`config.mk`:
```
export PLATFORM = sky130hd
export DESIGN_NAME = trip_ctrl
export DESIGN_NICKNAME = d
export VERILOG_FILES = /design/src/rtl/trip_ctrl_pkg.sv /design/src/rtl/trip_ctrl_key_filter.sv /design/src/rtl/trip_ctrl.sv
export SDC_FILE = /design/constraint.sdc
export NUM_CORES = 1
export LEC_CHECK = 0
export CORE_MARGIN = 10
export CORE_UTILIZATION = 60
export CTS_CLUSTER_SIZE = 28
export DETAILED_ROUTE_END_ITERATION = 8
export GPL_ROUTABILITY_DRIVEN = 0
export PLACE_DENSITY = 0.82
export SLEW_MARGIN = 5
export SYNTH_ARGS = -nofsm -noshare
export SYNTH_HDL_FRONTEND = slang
export SYNTH_HIERARCHICAL = 1
export SYNTH_SLANG_ARGS = --single-unit
```
`constraint.sdc`:
```
create_clock -name sys_clk -period 3.92 [get_ports sys_clk]
set_clock_uncertainty 0.15 [all_clocks]
set_input_delay 0.392 -clock sys_clk [delete_from_list [all_inputs] [get_ports sys_clk]]
set_output_delay 0.392 -clock sys_clk [all_outputs]
set_load 0.03 [all_outputs]
```
`src/rtl/trip_ctrl_pkg.sv`:
```
// Shared trip-state encodings and distance limit for the taxi meter front-end.
package trip_ctrl_pkg;

  typedef enum logic [1:0] {
    ST_IDLE = 2'd0,
    ST_RUN  = 2'd1,
    ST_WAIT = 2'd2
  } trip_state_t;

  localparam logic [19:0] DIST_MAX = 20'hFFFFF;

endpackage

```
`src/rtl/trip_ctrl_key_filter.sv`:
```
// Push-button debouncer: 2-flop synchroniser plus stable-low timer, one press strobe per press.
module key_filter
  import trip_ctrl_pkg::*;
#(
  parameter logic [19:0] CNT_20MS = 20'd999_999
) (
  input  logic sys_clk,
  input  logic sys_rst_n,
  input  logic key_in,
  output logic key_flag
);

  logic        key_p0;
  logic        key_p1;
  logic        key_prev;
  logic [19:0] cnt;

  // Counter saturates at CNT_20MS so a held key strobes once; any high sample re-arms it.
  always_ff @(posedge sys_clk or negedge sys_rst_n) begin
    if (!sys_rst_n) begin
      key_p0   <= 1'b1;
      key_p1   <= 1'b1;
      key_prev <= 1'b1;
      cnt      <= '0;
      key_flag <= 1'b0;
    end else begin
      key_p0   <= key_in;
      key_p1   <= key_p0;
      key_prev <= key_p1;
      key_flag <= 1'b0;
      if ((key_p1 != key_prev) || key_p1) begin
        cnt <= '0;
      end else if (cnt != CNT_20MS) begin
        cnt <= cnt + 20'd1;
        if (cnt == CNT_20MS - 20'd1)
          key_flag <= 1'b1;
      end
    end
  end

endmodule

```
`src/rtl/trip_ctrl.sv`:
```
// Taxi meter front-end: debounced keys, trip FSM, encoder prescaler and the
// registered encoder_pulses strobe that clocks the downstream fare counter.
module trip_ctrl
  import trip_ctrl_pkg::*;
#(
  parameter logic [19:0] CNT_20MS        = 20'd999_999,
  parameter logic [15:0] PULSES_PER_UNIT = 16'd1000,
  parameter logic [3:0]  PULSE_W         = 4'd4
) (
  input  logic        sys_clk,
  input  logic        sys_rst_n,
  input  logic        key_launch,
  input  logic        key_step,
  input  logic        encoder_raw,
  output logic        flag_key_launch,
  output logic        flag_key_step,
  output logic [19:0] distance,
  output logic        encoder_pulses
);

  logic        launch_flag;
  logic        step_flag;
  logic        enc_p0;
  logic        enc_p1;
  logic        enc_p2;
  logic        enc_rise;
  logic        trip_end;
  logic        inc_p1;
  logic        pulse_pend;
  logic        pulse_start;
  logic [3:0]  pw_cnt;
  logic [15:0] presc;
  trip_state_t state;

  key_filter #(.CNT_20MS(CNT_20MS)) u_key_launch (
    .sys_clk  (sys_clk),
    .sys_rst_n(sys_rst_n),
    .key_in   (key_launch),
    .key_flag (launch_flag)
  );

  key_filter #(.CNT_20MS(CNT_20MS)) u_key_step (
    .sys_clk  (sys_clk),
    .sys_rst_n(sys_rst_n),
    .key_in   (key_step),
    .key_flag (step_flag)
  );

  // Encoder synchroniser: p0/p1 resolve metastability, p2 holds the previous level.
  always_ff @(posedge sys_clk or negedge sys_rst_n) begin
    if (!sys_rst_n) begin
      enc_p0 <= 1'b0;
      enc_p1 <= 1'b0;
      enc_p2 <= 1'b0;
    end else begin
      enc_p0 <= encoder_raw;
      enc_p1 <= enc_p0;
      enc_p2 <= enc_p1;
    end
  end

  assign enc_rise = enc_p1 & ~enc_p2;
  assign trip_end = launch_flag & (state != ST_IDLE);

  // Trip FSM and distance accumulation; inc_p1 marks the cycle after a distance increment.
  always_ff @(posedge sys_clk or negedge sys_rst_n) begin
    if (!sys_rst_n) begin
      state           <= ST_IDLE;
      flag_key_launch <= 1'b0;
      flag_key_step   <= 1'b0;
      distance        <= '0;
      presc           <= '0;
      inc_p1          <= 1'b0;
    end else begin
      inc_p1 <= 1'b0;
      unique case (state)
        ST_IDLE: begin
          if (launch_flag) begin
            state           <= ST_RUN;
            flag_key_launch <= 1'b1;
            flag_key_step   <= 1'b0;
            distance        <= '0;
            presc           <= '0;
          end
        end
        ST_RUN: begin
          if (launch_flag) begin
            state           <= ST_IDLE;
            flag_key_launch <= 1'b0;
            flag_key_step   <= 1'b0;
          end else if (step_flag) begin
            state           <= ST_WAIT;
            flag_key_launch <= 1'b1;
            flag_key_step   <= 1'b1;
          end
          if (enc_rise) begin
            if (presc == PULSES_PER_UNIT - 16'd1) begin
              presc <= '0;
              if (distance != DIST_MAX) begin
                distance <= distance + 20'd1;
                inc_p1   <= 1'b1;
              end
            end else begin
              presc <= presc + 16'd1;
            end
          end
        end
        ST_WAIT: begin
          if (launch_flag) begin
            state           <= ST_IDLE;
            flag_key_launch <= 1'b0;
            flag_key_step   <= 1'b0;
          end else if (step_flag) begin
            state           <= ST_RUN;
            flag_key_launch <= 1'b1;
            flag_key_step   <= 1'b0;
          end
        end
        default: begin
          state           <= ST_IDLE;
          flag_key_launch <= 1'b0;
          flag_key_step   <= 1'b0;
        end
      endcase
    end
  end

  // A new pulse needs at least one low cycle after the previous one. Pending is
  // single-deep: a second increment while one is already pending is dropped, which
  // cannot happen while PULSES_PER_UNIT > PULSE_W + 2.
  assign pulse_start = inc_p1 | (pulse_pend & ~trip_end);

  always_ff @(posedge sys_clk or negedge sys_rst_n) begin
    if (!sys_rst_n) begin
      encoder_pulses <= 1'b0;
      pw_cnt         <= '0;
      pulse_pend     <= 1'b0;
    end else if (encoder_pulses) begin
      if (pw_cnt == PULSE_W - 4'd1) begin
        encoder_pulses <= 1'b0;
        pw_cnt         <= '0;
      end else begin
        pw_cnt <= pw_cnt + 4'd1;
      end
      if (trip_end)
        pulse_pend <= 1'b0;
      else if (inc_p1)
        pulse_pend <= 1'b1;
    end else begin
      pw_cnt <= '0;
      if (pulse_start)
        encoder_pulses <= 1'b1;
      pulse_pend <= pulse_pend & inc_p1 & ~trip_end;
    end
  end

endmodule

```
==> metrics.yaml, run 1 <==
p_leak_nw: 2.32
synth_edf_count: 0
critPathCaptureType: "flop"
drv_cap: 0
status: "finished, final reports clean"
cts_root_buf: "clkbuf_8"
drive_above_1_share_pct: 10.7
synth_cells: 531
switchingPower_mw: 0.406
finalSetupViolations: 0
io_buffers: 27
finalCritPeriodShare_pct: 74.8
drc: 0
hp-start: "enc_p0$_DFF_PN0_"
ir_drop_uv: 231
grtUsageTotal_pct: 17.0
synthTopCellsByArea: "dfrtp_1 (45%), o21ai_0 (4.7%), nor2_1 (3.6%)"
cp.required_ns: 4.05
cts_tree: "built"
hold_violations: 0
avgViaCountPerCell: 6.21
p_int_mw: 1.28
ys_seq_area_share_pct: 47.8
rows: 33
final_cells: 667
dieHeight_um: 113
overflow: 0
clkSlewWorstSetupHoldPaths_ns: 0.10
netlist_area_um2: 5150
hold_path_class: "flop to flop"
layout_commonest_cell: "dfrtp_1"
final_nets: 573
clock.fmax_ghz: 0.341
numCtsBuffers: 9
critical_path_arrival_ns: 3.06
setup_tns_ns: 0
area_growth_pct: 10.4
drv_slew: 0
antenna_found_initial: 0
grt_pass1_vias: 4046
p_sw_share_pct: 24.0
start_util_pct: 62.0
dp_hpwl_mm: 7.34
final_area_um2: 5680
clock_latency_ns: 0.37
critPathKind: "flop to flop"
drtPass1Iterations: 4
synth_top_area_share_pct: 44.7
wl_per_cell_um: 15.9
numClockSinks: 98
pwr-share-comb_pct: 2.3
dp_cells: 650
io_pins: 28
cp_max_fo: 16
post-route-min-period_ns: 2.93
cts_htree_levels: 3
r2r_start: "state[1]$_DFFE_PN0P_"
yosys_most_used_dff: "dfrtp_1"
synthArstFlopShare_pct: 100
routed_wl_mm: 10.6
via_count: 4139
synth_top_area_cell: "dfrtp_1"
pwr-share-clk_pct: 37.1
ant_nets: 0
powerDensity_nw_per_um2: 297
crit_path_start: "state[1]$_DFFE_PN0P_"
core_area_um2: 8300
utilization_pct: 68.5
grt_pass1_wl_mm: 18.5
die-width_um: 113
drt_iter0_markers: 230
yosys_warnings: 6
syn_nets: 547
layout_common_cells: "dfrtp_1 (92), nor2_1 (49), o21ai_0 (48)"
avgSynthCellArea_um2: 9.69
max-slew-margin-rel_pct: 46.3
ys_types: 72
cts_setup_buffers: 0
n_antenna_cell: 0
rsz0062_at_grt: "false"
p_seq_share_pct: 60.6
grt_max_degree: 48
postPlaceCellArea_um2: 5490
worstMarginPinSlew_ns: 0.802
start_kind: "flop"
clock_path_buffers: 2
fin_worst_hold_slack_ns: 0.207
ys_seq_elements: 98
die_area_um2: 12700
[synthesized netlist by cell type (all sizes together), types with 11 or more instances]
| cell type | instances |
|---|---|
| dfrtp | 92 |
| o21ai | 51 |
| nor2 | 49 |
| nand2 | 44 |
| a21oi | 30 |
| nand4 | 23 |
| nand3 | 22 |
| a31oi | 17 |
| inv | 15 |
| xnor2 | 15 |
| nor3 | 14 |
| and3 | 13 |
| clkbuf | 12 |
| nor4 | 12 |
| ha | 11 |
| o31ai | 11 |
| or3 | 11 |
[area by class of cell]
| class | count | area (um2) |
|---|---|---|
| Timing Repair Buffer | 32 | 308 |
| Multi-Input combinational cell | 401 | 2540 |
| Clock inverter | 6 | 47.5 |
| Clock buffer | 10 | 138 |
| Sequential cell | 98 | 2460 |
| Fill cell | 613 | 2620 |
| Inverter | 15 | 56.3 |
| Tap cell | 105 | 131 |
[power groups by stage]
| stage | clock network [mW] | logic [mW] | registers [mW] |
|---|---|---|---|
| global placement | 0 | 0.0382 | 1.04 |
| CTS | 0.640 | 0.0405 | 1.02 |
| global route | 0.673 | 0.0447 | 1.02 |
| detailed placement | 0 | 0.0397 | 1.04 |
| finish | 0.626 | 0.0385 | 1.02 |
| floorplan | 0 | 0.0127 | 1.04 |
[path summary, 6_finish.rpt]
check                           slack [ns]  depth (start not counted)                           to
worst max-delay path                  0.99                          8     distance[15]$_DFFE_PN0P_
worst max register to register        0.99                          8     distance[15]$_DFFE_PN0P_
worst min-delay path                  0.21                          0             enc_p1$_DFF_PN0_
max in group asynchronous             2.62                          3  u_key_step/key_p1$_DFF_PN1_
min in group asynchronous             0.22                          2        presc[14]$_DFFE_PN0P_
worst min register to register        0.21                          0             enc_p1$_DFF_PN0_
[worst max-delay path, cell delays in order, from the launching register on]
cell      delay (ns)
dfrtp_1         0.42
inv_1           0.10
ha_1            0.48
and3b_1         0.27
nand2b_1        0.07
a311o_2         0.37
nor2_1          0.64
nand2_1         0.13
o21ai_0         0.21
[cells by family after synthesis]
logic type	Yosys count	synth area share [%]
DFF	98	47.8
adders and majority gates	11	2.67
AOI/OAI and AO/OA	132	15.7
xor gates and xnor gates	19	3.23
muxes	4	0.900
buffers and inverters	32	2.82
and+or+nand+nor	235	26.9
[timing repair]
| item | 4_1_cts | 5_1_grt |
|---|---|---|
| hold buffers | 1 | 0 |
| hold endpoints to repair | 7 | 0 |
| gates resized for setup | 0 | 0 |
[metal layers]
layer / GRT usage [%] / vias to the layer above / share of wire, %
li1: - / 2015 / -
met1: 21.1 / 2034 / 46
met2: 28.3 / 78 / 49
met3: 4.21 / 12 / 4.3
met4: 5.16 / 0 / 0.93
met5: 0 / - / 0
[per-stage QoR]
step           setup WS [ns]  total power, mW
3_3_place_gp            1.10             1.08
5_1_grt                0.699             1.74
6_report               0.989             1.69
2_1_floorplan           1.37             1.06
3_5_place_dp            1.01             1.08
4_1_cts                0.980             1.70
[state kept, by name, indices dropped and copies added, names as in the netlist, 2 cells and up]
name	count
state	2
pw_cnt	4
presc	16
u_key_launch/cnt	20
u_key_step/cnt	20
distance	20
Power figures use the tool's default switching activity.
==> run 2, diff against run 1 <==
- clock period: 3.92 -> 3.05 ns (I/O delays scaled with it)
==> run 2 against run 1 <==
Effect of this change: power increased by 32%; sequential power increased by 29%; non-clock buffer count increased by 4; critical endpoint is now distance[19]$_DFFE_PN0P_; largest power group unchanged.
==> metrics.yaml, run 2 (same netlist as run 1, synthesis figures left out) <==
cts_tree: "built"
ir_drop_uv: 241
clkSlewWorstSetupHoldPaths_ns: 0.09
regArea_um2: 2460
dp_cells: 654
worstMarginPinSlew_ns: 0.656
overflow: 0
crit_chain: "ha_1 -> and4bb_2 -> nand4_1 -> a311o_2 -> nor3_1 -> mux2_4 -> a221o_1"
antenna_found_initial: 0
numCtsBuffers: 9
finalCritPeriodShare_pct: 84.8
multi_input_area_um2: 2540
layout_commonest_cell: "dfrtp_1"
drive_above_1_share_pct: 11.3
p_leak_nw: 2.35
final_cells: 671
n_antenna_cell: 0
drv_slew: 0
rows: 33
routed_wl_mm: 10.6
dieHeight_um: 113
start_kind: "flop"
max_stage_delay_ns: 0.43
finalSetupViolations: 0
hold_violations: 0
slowest_stage: "dfrtp_1"
cp.required_ns: 3.15
via_count: 4136
post-route-min-period_ns: 2.59
setup_tns_ns: 0
die_area_um2: 12700
clock_path_buffers: 2
drc: 0
grt_pass1_wl_mm: 19.0
reg_top3: "distance (20), u_key_launch/cnt (20), u_key_step/cnt (20)"
grt_pass1_vias: 4077
fillers: 633
critPathKind: "flop to flop"
rsz0062_at_grt: "false"
dp_hpwl_mm: 7.53
final_area_um2: 5730
io_buffers: 27
worst_slack_ns: 0.463
max-slew-margin-rel_pct: 56.3
cts_htree_levels: 3
postPlaceCellArea_um2: 5520
die-width_um: 113
core_area_um2: 8300
wl_per_cell_um: 15.8
status: "finished, final reports clean"
drtPass1Iterations: 4
numClockSinks: 98
clock.fmax_ghz: 0.387
critPathCaptureType: "flop"
grt_max_degree: 56
cts_root_buf: "clkbuf_8"
grtUsageTotal_pct: 17.1
area_growth_pct: 11.4
layout_common_cells: "dfrtp_1 (92), nor2_1 (49), o21ai_0 (48)"
critical_path_arrival_ns: 2.68
cp_max_fo: 7
hold_path_class: "input pin to flop"
final_nets: 577
fin_worst_hold_slack_ns: 0.205
dp_slack_ns: 0.483
power_mw: 2.22
start_util_pct: 62.0
avgViaCountPerCell: 6.16
ant_nets: 0
powerDensity_nw_per_um2: 388
drt_iter0_markers: 242
clock_latency_ns: 0.35
io_pins: 28
drv_cap: 0
utilization_pct: 69.0
[run 2: changes by cell type in the layout (fill, tap and decap cells not counted), sizes merged]
cell      previous run  this run
clkinvlp             1         3
inv                 17        15
buf                  5         9
clkinv               3         2
bufinv               0         1
[run 2: worst paths after layout]
check	from	endpoint	slack, ns	depth (start not counted)
worst max-delay path	presc[0]$_DFFE_PN0P_	distance[19]$_DFFE_PN0P_	0.46	7
worst max register to register	presc[0]$_DFFE_PN0P_	distance[19]$_DFFE_PN0P_	0.46	7
min in group asynchronous	sys_rst_n	presc[8]$_DFFE_PN0P_	0.36	2
worst min-delay path	key_step	u_key_step/key_p0$_DFF_PN1_	0.21	1
worst min register to register	u_key_launch/key_p0$_DFF_PN1_	u_key_launch/key_p1$_DFF_PN1_	0.21	0
max in group asynchronous	sys_rst_n	distance[15]$_DFFE_PN0P_	1.71	3
[run 2: where the power goes]
group	total [mW]	internal, mW	switching (mW)	leakage (nW)
sequential	1.32	1.31	0.00633	1.34
combinational	0.0506	0.0127	0.0379	0.912
clock	0.855	0.402	0.454	0.0945
[run 2: cell type report]
class                      instances  share of cell area (%)
tap                              105                    2.29
sequential                        98                    42.9
inverter                          15                   0.983
multi-input combinational        401                    44.3
clock buffer                      10                    2.40
clock inverter                     6                    1.16
timing repair buffer              36                    5.90
[run 2: what timing repair did]
action / in CTS / in global routing
endpoints found under the setup margin: 0 / 0
hold buffers: 1 / 0
hold endpoints to repair: 46 / 0
gates resized for setup: 0 / 0
buffers inserted: 0 / 0
[run 2: per-layer routing]
| layer | GRT usage, % | vias to the layer above | wire length, um |
|---|---|---|---|
| met5 | 0 | - | 0 |
| met4 | 4.65 | 0 | 124 |
| met3 | 3.46 | 11 | 396 |
| met2 | 28.3 | 78 | 5190 |
| met1 | 22.2 | 2030 | 4920 |
| li1 | - | 2017 | - |
[run 2: worst max-delay path: cells and delay by family (launching register included)]
| kind | cells | cell delay, ns |
|---|---|---|
| compound gates | 2 | 0.71 |
| fa+ha+maj | 1 | 0.24 |
| flops | 1 | 0.43 |
| mux | 1 | 0.32 |
| simple gates | 3 | 0.62 |
==> run 3, diff against run 2 <==
- clock period: 3.05 -> 2.4 ns (I/O delays scaled with it)
==> run 3 against run 2 <==
Effect of this change: sequential power increased by 27%; critical path type unchanged; largest power group unchanged; first-iteration DRC count rose by 3.3%; non-clock buffer count is 31 higher; worst hold slack got worse by 0.064 ns; fmax grew 13%; global-route usage rose by 0.38 points; power grew 24%; via count grew 5.6%; clock power increased by 19%; wire length increased by 6.2%.
==> metrics.yaml, run 3 (same netlist as run 1, synthesis figures left out) <==
dieHeight_um: 113
switchingPower_mw: 0.641
area_growth_pct: 16.9
hold_path_class: "input pin to flop"
final_nets: 608
hold_violations: 0
crit_path_start: "presc[0]$_DFFE_PN0P_"
start_util_pct: 62.0
routed_wl_mm: 11.3
rows: 33
antenna_found_initial: 0
clock_latency_ns: 0.36
drive_above_1_share_pct: 17.8
fin_worst_hold_slack_ns: 0.141
drt_iter0_markers: 250
max-slew-margin-rel_pct: 59.3
layout_common_cells: "dfrtp_1 (87), nor2_1 (49), o21ai_0 (45)"
dp_hpwl_mm: 8.05
core_area_um2: 8300
p_sw_share_pct: 23.3
final_area_um2: 6020
layout_commonest_cell: "dfrtp_1"
die_area_um2: 12700
numClockSinks: 98
ir_drop_uv: 400
post-route-min-period_ns: 2.29
cts_root_buf: "clkbuf_8"
io_pins: 28
critical_path_arrival_ns: 2.39
grt_use_met2_pct: 30.0
status: "finished, final reports clean"
drv_cap: 0
postPlaceCellArea_um2: 5760
clock_path_buffers: 2
worstMarginPinSlew_ns: 0.607
regArea_um2: 2470
r2r_start: "presc[0]$_DFFE_PN0P_"
avgViaCountPerCell: 6.22
top_usage_layer: "met2"
pwr-share-clk_pct: 37.0
critPathCaptureType: "flop"
finalSetupViolations: 0
rsz0062_at_grt: "false"
grt_pass1_vias: 4277
grtUsageTotal_pct: 17.5
fillers: 601
reg_top3: "distance (20), u_key_launch/cnt (20), u_key_step/cnt (20)"
grt_pass1_wl_mm: 19.2
overflow: 0
numCtsBuffers: 9
via_count: 4368
n_antenna_cell: 0
grt_max_degree: 45
met3_usage_pct: 3.67
multi_input_area_um2: 2580
p_int_mw: 2.12
pwr-share-comb_pct: 2.4
die-width_um: 113
setup_tns_ns: 0
p_leak_nw: 2.52
drv_slew: 0
cts_htree_levels: 3
cp_max_fo: 4
cts_tree: "built"
powerDensity_nw_per_um2: 458
ant_nets: 0
clkSlewWorstSetupHoldPaths_ns: 0.10
start_kind: "flop"
finalCritPeriodShare_pct: 95.5
drtPass1Iterations: 5
hp-start: "key_step"
drc: 0
wl_per_cell_um: 16.1
io_buffers: 27
cp.required_ns: 2.50
grtUsageMet1_pct: 21.3
p_seq_share_pct: 60.6
critPathKind: "flop to flop"
clock.fmax_ghz: 0.436
## run 3: cell types whose count changed in the layout (fill, tap and decap cells not counted), moves of 2 or more
cell | before | now
o21ai_1 | 2 | 5
nor3_2 | 1 | 3
buf_12 | 0 | 2
buf_4 | 9 | 38
dfrtp_2 | 0 | 5
o21ai_0 | 48 | 45
nor3_1 | 13 | 11
dfrtp_1 | 92 | 87
## run 3: per-stage QoR
stage / cells / setup WS (ns) / util [%] / total power, mW
global route: 702 / 0.000398 / 72.5 / 2.86
CTS: 700 / 0.0232 / 71.8 / 2.78
detailed placement: 683 / 0.0448 / 69.4 / 1.77
global placement: 683 / 0.0902 / 69.4 / 1.77
finish: 702 / 0.108 / 72.5 / 2.76
floorplan: 531 / 0.00654 / - / 1.72
## run 3: per-layer routing
layer | share of wire, % | up-vias
li1 | - | 2077
met1 | 45 | 2164
met2 | 50 | 114
met3 | 4.1 | 13
met4 | 1.1 | 0
met5 | 0 | -
## run 3: critical path: stages (launching register included)
cell,delay (ns)
dfrtp_1,0.37
ha_1,0.17
and4bb_2,0.23
nand4_1,0.11
a311o_2,0.42
nor3_2,0.15
mux2_4,0.31
a221o_1,0.29
## run 3: worst paths after layout
kind	slack [ns]	cells past startpoint	end
worst max-delay path	0.11	7	distance[19]$_DFFE_PN0P_
worst min-delay path	0.14	1	u_key_step/key_p0$_DFF_PN1_
worst max register to register	0.11	7	distance[19]$_DFFE_PN0P_
worst min register to register	0.20	0	u_key_launch/key_p1$_DFF_PN1_
max in group asynchronous	1.19	3	u_key_launch/key_p0$_DFF_PN1_
min in group asynchronous	0.23	2	pw_cnt[3]$_DFF_PN0_
## run 3: area by class of cell
| cell class | instances | share of cell area (%) |
|---|---|---|
| clock buffer | 11 | 2.52 |
| clock inverter | 5 | 0.644 |
| inverter | 15 | 0.936 |
| multi-input combinational | 401 | 42.8 |
| sequential | 98 | 41.0 |
| tap | 105 | 2.18 |
| timing repair buffer | 67 | 9.90 |
## run 3: power by group through the flow
stage          clock, mW  combinational, mW  sequential [mW]
2_1_floorplan          0             0.0208             1.70
3_3_place_gp           0             0.0656             1.70
3_5_place_dp           0             0.0673             1.70
4_1_cts             1.04             0.0685             1.67
5_1_grt             1.11             0.0756             1.67
6_report            1.02             0.0655             1.67
## run 3: what timing repair did
| item | in CTS | in global routing |
|---|---|---|
| endpoints found under the setup margin | 0 | 20 |
| gates resized for setup | 0 | 10 |
| hold buffers | 1 | 0 |
| hold endpoints to repair | 36 | 0 |
| buffers inserted | 0 | 2 |
